==> src/rtl/io_unit_pkg.sv <==
// Shared types, IO memory map and address decode for the IO unit.
// The map offsets live here only; the decode function is the single consumer.
package io_unit_pkg;

   localparam logic [27:0] PHY_ADDR_TIMER_MTIME_LO = 28'h000_0000;
   localparam logic [27:0] PHY_ADDR_TIMER_MTIME_HI = 28'h000_0004;
   localparam logic [27:0] PHY_ADDR_TIMER_CMP_LO   = 28'h000_0008;
   localparam logic [27:0] PHY_ADDR_TIMER_CMP_HI   = 28'h000_000C;
   localparam logic [27:0] PHY_ADDR_SERIAL_OUTPUT  = 28'h000_2000;

   typedef struct packed {
      logic        isUncachable;
      logic        isIO;
      logic [27:0] addr;
   } PhyAddrPath;

   typedef enum logic [2:0] {
      IRS_MTIME_LO,
      IRS_MTIME_HI,
      IRS_CMP_LO,
      IRS_CMP_HI,
      IRS_SERIAL,
      IRS_NONE
   } IoRegSel;

   typedef struct packed {
      logic        write;
      PhyAddrPath  addr;
      logic [31:0] wdata;
   } IoReq;

   typedef struct packed {
      logic        error;
      logic [31:0] rdata;
   } IoRsp;

   // Only word-aligned accesses flagged as IO reach a register; all else faults.
   function automatic IoRegSel DecodeIoAddr(input logic isIO, input logic [27:0] addr);
      IoRegSel sel;
      sel = IRS_NONE;
      if (isIO && (addr[1:0] == 2'b00)) begin
         case (addr)
            PHY_ADDR_TIMER_MTIME_LO: sel = IRS_MTIME_LO;
            PHY_ADDR_TIMER_MTIME_HI: sel = IRS_MTIME_HI;
            PHY_ADDR_TIMER_CMP_LO:   sel = IRS_CMP_LO;
            PHY_ADDR_TIMER_CMP_HI:   sel = IRS_CMP_HI;
            PHY_ADDR_SERIAL_OUTPUT:  sel = IRS_SERIAL;
            default:                 sel = IRS_NONE;
         endcase
      end
      return sel;
   endfunction

endpackage

==> src/rtl/io_unit_serial_tx_fifo.sv <==
// Serial TX byte buffer: power-of-two depth, pointers carry an extra wrap bit
// so full and empty are distinguishable without a separate count.
module io_unit_serial_tx_fifo #(
   parameter int DEPTH = 8,
   parameter int WIDTH = 8
) (
   input  logic             clk,
   input  logic             rst,
   input  logic             push_i,
   input  logic [WIDTH-1:0] data_i,
   input  logic             pop_i,
   output logic             full_o,
   output logic             empty_o,
   output logic [WIDTH-1:0] head_o
);

   localparam int          AW      = $clog2(DEPTH);
   localparam logic [AW:0] PTR_ONE = (AW+1)'(1);

   logic [WIDTH-1:0] mem_q [DEPTH];
   logic [AW:0]      wptr_q, wptr_d;
   logic [AW:0]      rptr_q, rptr_d;
   logic             do_push, do_pop;

   assign empty_o = (wptr_q == rptr_q);
   assign full_o  = (wptr_q[AW] != rptr_q[AW]) && (wptr_q[AW-1:0] == rptr_q[AW-1:0]);
   assign do_push = push_i && !full_o;
   assign do_pop  = pop_i && !empty_o;
   assign wptr_d  = do_push ? wptr_q + PTR_ONE : wptr_q;
   assign rptr_d  = do_pop ? rptr_q + PTR_ONE : rptr_q;
   assign head_o  = mem_q[rptr_q[AW-1:0]];

   always_ff @(posedge clk or negedge rst) begin
      if (!rst) begin
         wptr_q <= '0;
         rptr_q <= '0;
      end else begin
         wptr_q <= wptr_d;
         rptr_q <= rptr_d;
      end
   end

   // Storage needs no reset: pointers alone define which entries are live.
   always_ff @(posedge clk) begin
      if (do_push) mem_q[wptr_q[AW-1:0]] <= data_i;
   end

endmodule

==> src/rtl/io_unit.sv <==
// IO unit: decodes physical IO requests, hosts the mtime/mtimecmp timer and
// a buffered serial output; one registered response per accepted request.
module io_unit
   import io_unit_pkg::*;
#(
   parameter int SERIAL_FIFO_DEPTH = 8,
   parameter int TIMER_PRESCALE    = 1
) (
   input  logic        clk,
   input  logic        rst,
   input  logic        ioReqValid,
   output logic        ioReqReady,
   input  logic        ioReqWrite,
   input  logic [29:0] ioReqAddr,
   input  logic [31:0] ioReqWData,
   output logic        ioRspValid,
   output logic [31:0] ioRspRData,
   output logic        ioRspError,
   output logic        timerIrq,
   output logic        serialValid,
   output logic [7:0]  serialData,
   input  logic        serialReady
);

   localparam int PW = (TIMER_PRESCALE > 1) ? $clog2(TIMER_PRESCALE) : 1;

   PhyAddrPath    pa;
   IoRegSel       sel;
   logic          fifo_full, fifo_empty;
   logic          accept, wr_en, push, pop, tick;
   logic          rsp_valid_q;
   IoRsp          rsp_q, rsp_d;
   logic [63:0]   mtime_q, mtime_d;
   logic [63:0]   cmp_q, cmp_d;
   logic [PW-1:0] presc_q, presc_d;
   logic          irq_q;
   logic          unused_uncachable;

   assign pa                = ioReqAddr;
   assign unused_uncachable = pa.isUncachable;
   assign sel               = DecodeIoAddr(pa.isIO, pa.addr);

   // A full FIFO stalls serial writes instead of faulting them.
   assign ioReqReady = !rsp_valid_q && !(ioReqWrite && (sel == IRS_SERIAL) && fifo_full);
   assign accept     = ioReqValid && ioReqReady;
   assign wr_en      = accept && ioReqWrite;
   assign push       = wr_en && (sel == IRS_SERIAL);
   assign pop        = !fifo_empty && serialReady;

   always_comb begin
      rsp_d       = '0;
      rsp_d.error = (sel == IRS_NONE);
      if (!ioReqWrite) begin
         case (sel)
            IRS_MTIME_LO: rsp_d.rdata = mtime_q[31:0];
            IRS_MTIME_HI: rsp_d.rdata = mtime_q[63:32];
            IRS_CMP_LO:   rsp_d.rdata = cmp_q[31:0];
            IRS_CMP_HI:   rsp_d.rdata = cmp_q[63:32];
            IRS_SERIAL:   rsp_d.rdata = {30'b0, fifo_full, fifo_empty};
            default:      rsp_d.rdata = '0;
         endcase
      end
   end

   assign tick = (presc_q == PW'(TIMER_PRESCALE - 1));

   // Increment first, then a software write overrides only the word it targets.
   always_comb begin
      presc_d = tick ? '0 : presc_q + PW'(1);
      mtime_d = tick ? mtime_q + 64'd1 : mtime_q;
      cmp_d   = cmp_q;
      if (wr_en) begin
         case (sel)
            IRS_MTIME_LO: mtime_d[31:0]  = ioReqWData;
            IRS_MTIME_HI: mtime_d[63:32] = ioReqWData;
            IRS_CMP_LO:   cmp_d[31:0]    = ioReqWData;
            IRS_CMP_HI:   cmp_d[63:32]   = ioReqWData;
            default:      cmp_d          = cmp_q;
         endcase
      end
   end

   always_ff @(posedge clk or negedge rst) begin
      if (!rst) begin
         rsp_valid_q <= 1'b0;
         rsp_q       <= '0;
         mtime_q     <= '0;
         cmp_q       <= '1;
         presc_q     <= '0;
         irq_q       <= 1'b0;
      end else begin
         rsp_valid_q <= accept;
         rsp_q       <= accept ? rsp_d : '0;
         mtime_q     <= mtime_d;
         cmp_q       <= cmp_d;
         presc_q     <= presc_d;
         irq_q       <= (mtime_d >= cmp_d);
      end
   end

   io_unit_serial_tx_fifo #(
      .DEPTH (SERIAL_FIFO_DEPTH),
      .WIDTH (8)
   ) u_serial_fifo (
      .clk     (clk),
      .rst     (rst),
      .push_i  (push),
      .data_i  (ioReqWData[7:0]),
      .pop_i   (pop),
      .full_o  (fifo_full),
      .empty_o (fifo_empty),
      .head_o  (serialData)
   );

   assign ioRspValid  = rsp_valid_q;
   assign ioRspRData  = rsp_q.rdata;
   assign ioRspError  = rsp_q.error;
   assign timerIrq    = irq_q;
   assign serialValid = !fifo_empty;

endmodule
==> config.mk <==
export PLATFORM = sky130hd
export DESIGN_NAME = io_unit
export DESIGN_NICKNAME = d
export VERILOG_FILES = /design/src/rtl/io_unit_pkg.sv /design/src/rtl/io_unit_serial_tx_fifo.sv /design/src/rtl/io_unit.sv
export SDC_FILE = /design/constraint.sdc
export NUM_CORES = 1
export LEC_CHECK = 0
export ABC_AREA = 1
export BUFFER_PORTS_ARGS = -buffer_cell sky130_fd_sc_hd__buf_2
export CAP_MARGIN = 15
export CORE_ASPECT_RATIO = 0.8
export CORE_UTILIZATION = 40
export DETAILED_ROUTE_END_ITERATION = 10
export PLACE_DENSITY_LB_ADDON = 0.12
export SYNTH_ARGS = -nofsm -noshare
export SYNTH_HDL_FRONTEND = slang
export SYNTH_HIERARCHICAL = 1
export SYNTH_SLANG_ARGS = --single-unit
==> constraint.sdc <==
create_clock -name clk -period 3.8 [get_ports clk]
set_input_delay 0.57 -clock clk [delete_from_list [all_inputs] [get_ports clk]]
set_output_delay 0.57 -clock clk [all_outputs]
set_load 0.01 [all_outputs]
==> results of run 1 <==
==> cell type report <==
type	count	share of cell area
clock inverter	16	0.01559
clock buffer	38	0.04133
tap	536	0.03511
timing repair buffer	262	0.09838
multi-input combinational	1587	0.4163
sequential	235	0.3289
inverter	327	0.06439
==> synthesized netlist by cell type, types with 4 or more instances <==
cell type	number	area (µm²)
nand2_2	4	25.02
nand4_1	25	156.4
nor3_1	37	185.2
edfxtp_1	64	1922
nand2_4	4	45.04
xor2_1	56	490.5
nand3_1	44	220.2
a21oi_1	39	195.2
inv_2	7	26.28
nor2_2	4	25.02
o22ai_1	47	294.0
dfstp_2	64	1682
dfrtp_1	107	2678
nand2_1	614	2305
inv_1	320	1201
o21ai_1	176	880.8
ha_1	67	838.3
clkbuf_1	14	52.55
buf_2	31	155.2
buf_6	27	304.0
buf_4	19	142.6
nor2_1	224	840.8
o21ai_0	213	1066
==> path summary, 6_finish.rpt <==
kind | cells past startpoint | from | to | slack, ps
worst max-delay path | 17 | mtime_q[32] | timerIrq | 90
worst max register to register | 17 | mtime_q[32] | timerIrq | 90
max in group asynchronous | 2 | rst | cmp_q[33] | 2890
worst min-delay path | 1 | rst | ioRspRData[18] | 7
min in group clk | 3 | ioReqValid | ioRspValid | 270
worst min register to register | 2 | cmp_q[26] | cmp_q[26] | 470
==> worst max-delay path: stages (launching register included) <==
cell	delay [ps]
dfrtp_1	410
nand2_1	150
nor3_1	360
nand2_1	130
nor2_1	300
nand2_1	120
nor2_1	190
xor2_1	110
nand2_1	70
nand2_1	40
o21ai_0	610
ha_1	380
a21oi_1	160
o21ai_0	90
a21oi_1	120
o21ai_0	130
a21oi_1	140
nand3_1	90
==> sequential cells by signal, summed over array words and instances (netlist names) <==
signal / cells
u_serial_fifo/rptr_q: 4
ioRspRData: 32
ioRspError: 1
u_serial_fifo/wptr_q: 4
cmp_q: 64
ioRspValid: 1
timerIrq: 1
mtime_q: 64
u_serial_fifo/mem_q: 64
==> power by group <==
part	total, W	internal, W	switching [W]	leakage [nW]
registers	0.00266	0.00264	0.0000274	2.71
clock network	0.00319	0.00201	0.00118	0.534
logic	0.000787	0.000312	0.000475	5.59
total	0.00664	0.00495	0.00168	8.84
==> through the flow <==
step,total power [W],hold slack (ps),setup TNS [ps]
floorplan,0.003133,274.4,0
global placement,0.003478,457.8,-12.10
detailed placement,0.003482,459.8,-34.22
CTS,0.006689,30.90,0
global route,0.006894,67.99,0
finish,0.006636,7.366,0
==> cell families after synthesis <==
| logic type | synth area share |
|---|---|
| AND/OR/NAND/NOR | 0.2499 |
| adder cells (fa/ha/maj) | 0.05215 |
| buffers and inverters | 0.1180 |
| flip-flops | 0.3908 |
| AO/OA/AOI/OAI | 0.1575 |
| XOR/XNOR | 0.03160 |
==> routing by layer <==
layer | wire length [µm] | vias up
li1 | - | 7639
met1 | 29040 | 7139
met2 | 20660 | 464
met3 | 4322 | 49
met4 | 750 | 0
met5 | 0 | -
==> timing repair <==
item | CTS | global route
buffers inserted | 0 | 0
endpoints found under the setup margin | 0 | 1
gates resized for setup | 0 | 13
==> reports/qor.txt, run 1 <==
# DRC - 0
Area growth syn-to-layout - 18.84%
DRT iter0 DRCs - 1,374
Top FF cell, synth - dfrtp_1
Setup Crit Path Kind - flop to flop
CP endpoint kind - flop
Async SR Flop Fraction - 0.7277
Post-DRT Antenna Nets - 0
Commonest non-fill, non-tap cell in the layout - nand2_1
Met3 Use GR - 0.04667
CTS max path bufs - 3
CP Data Required Time - 4270 ps
Most frequent cells in the layout - nand2_1, inv_1, nor2_1
Vias in the first global route - 14.11k
Design area - 0.01910 mm²
CTS buffer count - 29
Static Leak - 8.836 nW
Final clock skew - 16.54 ps
Core ar. - 0.03953 mm²
Number of I/O pins - 112
Inst Count DP - 2,946
Highest clock rate - 269.6 MHz
Die area - 0.04100 mm²
Post-synthesis sequential area ratio - 0.3908
RSZ-0062 raised after global routing - false
PD cells - 347.4 mW/mm²
# rows - 65
Highest fanout seen on the critical path - 4
VDD IR-drop max - 0.3265 mV
Post-Synthesis Mean Instance Area - 7.166 µm²
Port Buf Inserts - 110
Drt via density - 5.095
M2 GR Usage - 0.3573
Max_slew headroom - 0.4897
CTS tree - done
Class of the worst hold path - input pin to async pin
GR Layer Usage met1 - 0.4523
Final Hold Viols - 0
Die H - 181.3 µm
Reg clk slew, reported paths - 60 ps
DP Area - 0.01794 mm²
DP Wirelength - 42.86 mm
Routability cong. - 0.9569
Syn Inst Count - 2,243
Sink Count - 235
FILL cells - 3,994
Routed wire length - 54.77 mm
Register area - 0.006284 mm²
Share of layout cells above drive strength 1 - 0.1704
First-pass GRT wire length - 83.95 mm
Place WS - -34.22 ps
CP arrival - 4180 ps
Worst-Margin Slew - 757.4 ps
H-tree depth - 1
Fin crit share - 0.9760
Worst-skew pair later-pin latency - 590 ps
Yosys reg bits - 235
GR Overflow Total - 0
Antenna violations before repair - 0
Vias post-DR - 15.29k
Multi-input gate area - 0.007951 mm²
Fin util - 0.4833
Hold buffers post-CTS - 0
Pins Over Slew Limit - 0
Tot GR Track Use - 0.2712
Initial Util - 0.4067
Antenna cells - 0
Setup ws final - 91.13 ps
EDFF count, synth - 64
Clock Root Buffer - clkbuf_16
Die width - 226.1 µm
DR pass1 iterations - 6
Global-route layer with the greatest usage - met1
Maxcap violations - 0
Tmin final - 3709 ps
Largest net degree at the start of global routing - 75
Yosys Warn Count - 6
Post-synthesis instance area - 0.01607 mm²
Yosys cell types - 42
Drt wl/cell - 18.25 µm
Finished Layout Cells - 3,001
CP Launch Type - flop
Setup Viol. Count Final - 0
Mapped Nets - 2,377
Net count reported at finish - 2,576
Status - completed
Note: power is estimated with default switching activity, not from simulation.
==> inputs of run 2 (changes only) <==
--- a/config.mk
+++ b/config.mk
@@ -10,6 +10,7 @@
 export CAP_MARGIN = 15
 export CORE_ASPECT_RATIO = 0.8
 export CORE_UTILIZATION = 40
+export CTS_CLUSTER_DIAMETER = 40
 export DETAILED_ROUTE_END_ITERATION = 10
 export PLACE_DENSITY_LB_ADDON = 0.12
 export SYNTH_ARGS = -nofsm -noshare
==> constraint.sdc (replaced) <==
create_clock -name clk -period 3.4 [get_ports clk]
set_input_delay 0.51 -clock clk [delete_from_list [all_inputs] [get_ports clk]]
set_output_delay 0.51 -clock clk [all_outputs]
set_load 0.01 [all_outputs]
==> run 2 against run 1 <==
Compared with the run above:
- critical path type unchanged
- non-clock buffer count rose by 262
- largest cell class unchanged
- die area did not move
- worst setup slack got worse by 14 ps
- via count rose by 8.4%
- maximum frequency rose by 12%
- count of clock-buffer cells in the layout rose by 20
- sequential cell count did not move
- first-iteration DRC count rose by 1.9%
- worst hold slack improved by 260 ps
- critical path depth rose by 4
- sequential share of layout area fell by 5.2 points
- routed wire length rose by 9.9%
==> reports/qor.txt, run 2 (synthesis results as in run 1) <==
DP Area - 0.01953 mm²
Routed wire length - 60.21 mm
CP Launch Type - flop
CTS buffer count - 41
Antenna violations before repair - 1
Worst-path cell chain - inv_1 -> nand2_1 -> nand2_1 -> inv_2 -> nand4_4 -> inv_2 -> nand4_4 -> nand4_4 -> buf_12 -> buf_6 -> buf_6 -> o21ai_4 -> ha_4 -> a21oi_4 -> o21ai_2 -> nand2_1 -> o211ai_1 -> nand2_1 -> o2111ai_4 -> a21oi_2 -> nand3_1
DP Wirelength - 45.12 mm
Die H - 181.3 µm
Reg clk slew, reported paths - 50 ps
Total power - 0.008509 W
Setup Crit Path Kind - flop to flop
Design area - 0.02271 mm²
WP buf/inv - 6
Area growth syn-to-layout - 41.31%
Share of layout cells above drive strength 1 - 0.3263
Fin crit share - 0.9772
DR pass1 iterations - 5
Vias in the first global route - 15.63k
Vias post-DR - 16.57k
Initial Util - 0.4067
Clock Root Buffer - clkbuf_16
PD cells - 374.6 mW/mm²
Max_slew headroom - 0.5386
First-pass GRT wire length - 89.20 mm
Met3 Use GR - 0.06619
GR Layer Usage met1 - 0.4586
Routability cong. - 0.9637
# DRC - 0
GR Overflow Total - 0
Number of I/O pins - 112
Maxcap violations - 0
CP most frequent cell - nand2_1
CP endpoint kind - flop
Post-DRT Antenna Nets - 0
CTS tree - done
Setup Viol. Count Final - 0
Setup tns final - 0 ps
Sink Count - 235
CP Data Required Time - 3830 ps
DRT iter0 DRCs - 1,400
Die area - 0.04100 mm²
H-tree depth - 2
Tot GR Track Use - 0.2884
Highest fanout seen on the critical path - 8
Core ar. - 0.03953 mm²
Most frequent cells in the layout - nand2_1, buf_4, inv_1
Pins Over Slew Limit - 0
Crit-path max cell delay - 440 ps
Status - completed
Commonest non-fill, non-tap cell in the layout - nand2_1
Fin util - 0.5747
VDD IR-drop max - 0.3304 mV
Die width - 226.1 µm
Worst-skew pair later-pin latency - 570 ps
# rows - 65
CP arrival - 3760 ps
Largest net degree at the start of global routing - 76
Static Leak - 10.77 nW
Global-route layer with the greatest usage - met1
Tmin final - 3322 ps
Max stage delay cell, worst path - dfrtp_2
Final Hold Viols - 0
Drt via density - 5.044
Drt wl/cell - 18.32 µm
Net count reported at finish - 2,850
Class of the worst hold path - input pin to flop
CTS max path bufs - 3
M2 GR Usage - 0.3819
Highest clock rate - 301.0 MHz
Delay-heaviest family, CP - compound AO/OA/AOI/OAI gates
Worst-Margin Slew - 692.0 ps
Port Buf Inserts - 110
Final clock skew - 30.59 ps
==> run 2: changes by cell type in the layout (fill, tap and decap cells not counted), sizes merged, moves of 3 or more <==
cell and change:
buf +250, clkbuf +30, bufinv -4, clkinvlp +3, inv +3
==> run 2: power by group <==
part / internal [W] / switching (W) / total (W)
Clock: 0.00281 / 0.00153 / 0.00434
Sequential: 0.00295 / 0.0000316 / 0.00298
Combinational: 0.000528 / 0.000659 / 0.00119
Total: 0.00629 / 0.00222 / 0.00851
==> run 2: final timing paths <==
check / from / to / cells past startpoint / slack (ps)
hold / removal: ioReqValid / ioRspValid / 3 / 270
max in group asynchronous: rst / cmp_q[49] / 3 / 1930
setup reg to reg: u_serial_fifo/rptr_q[1] / timerIrq / 21 / 80
min in group asynchronous: rst / ioRspRData[23] / 2 / 530
hold reg to reg: cmp_q[1] / cmp_q[1] / 2 / 470
setup / recovery: u_serial_fifo/rptr_q[1] / timerIrq / 21 / 80
==> run 2: layout make-up <==
type                            instances  area [µm²]
Tap cell                              536       670.6
Antenna cell                            1       2.502
Inverter                              327        1230
Multi-Input combinational cell       1587        8812
Fill cell                            3757       16810
Clock buffer                           58        1219
Timing Repair Buffer                  524        4265
Sequential cell                       235        6295
Clock inverter                         18       220.2
==> run 2: routing by layer <==
layer	part of all wire	up-vias
li1	-	8194
met1	0.51	7809
met2	0.39	506
met3	0.081	65
met4	0.018	0
met5	0	-
==> run 2: timing repair <==
item,in CTS,in global routing
setup buffers,0,54
cloned,2,10
hold endpoints to repair,3,0
gates resized for setup,22,270
setup endpoints to repair,1,1
pin swaps,3,100
hold buffers,1,0
==> run 2: tightest hold or removal path, delay by kind of cell <==
| family | cells | cell delay [ps] |
|---|---|---|
| buffers and inverters | 2 | 220 |
| and+or+nand+nor | 1 | 40 |
==> run 2: through the flow <==
| step | cells | hold slack [ps] | setup slack [ps] |
|---|---|---|---|
| 2_1_floorplan | 2243 | 214.4 | 262.3 |
| 3_3_place_gp | 3144 | 457.1 | -501.2 |
| 3_5_place_dp | 3144 | 464.1 | -522.7 |
| 4_1_cts | 3223 | 242.0 | 1.522 |
| 5_1_grt | 3285 | 278.2 | -57.45 |
| 6_report | 3286 | 265.2 | 77.62 |
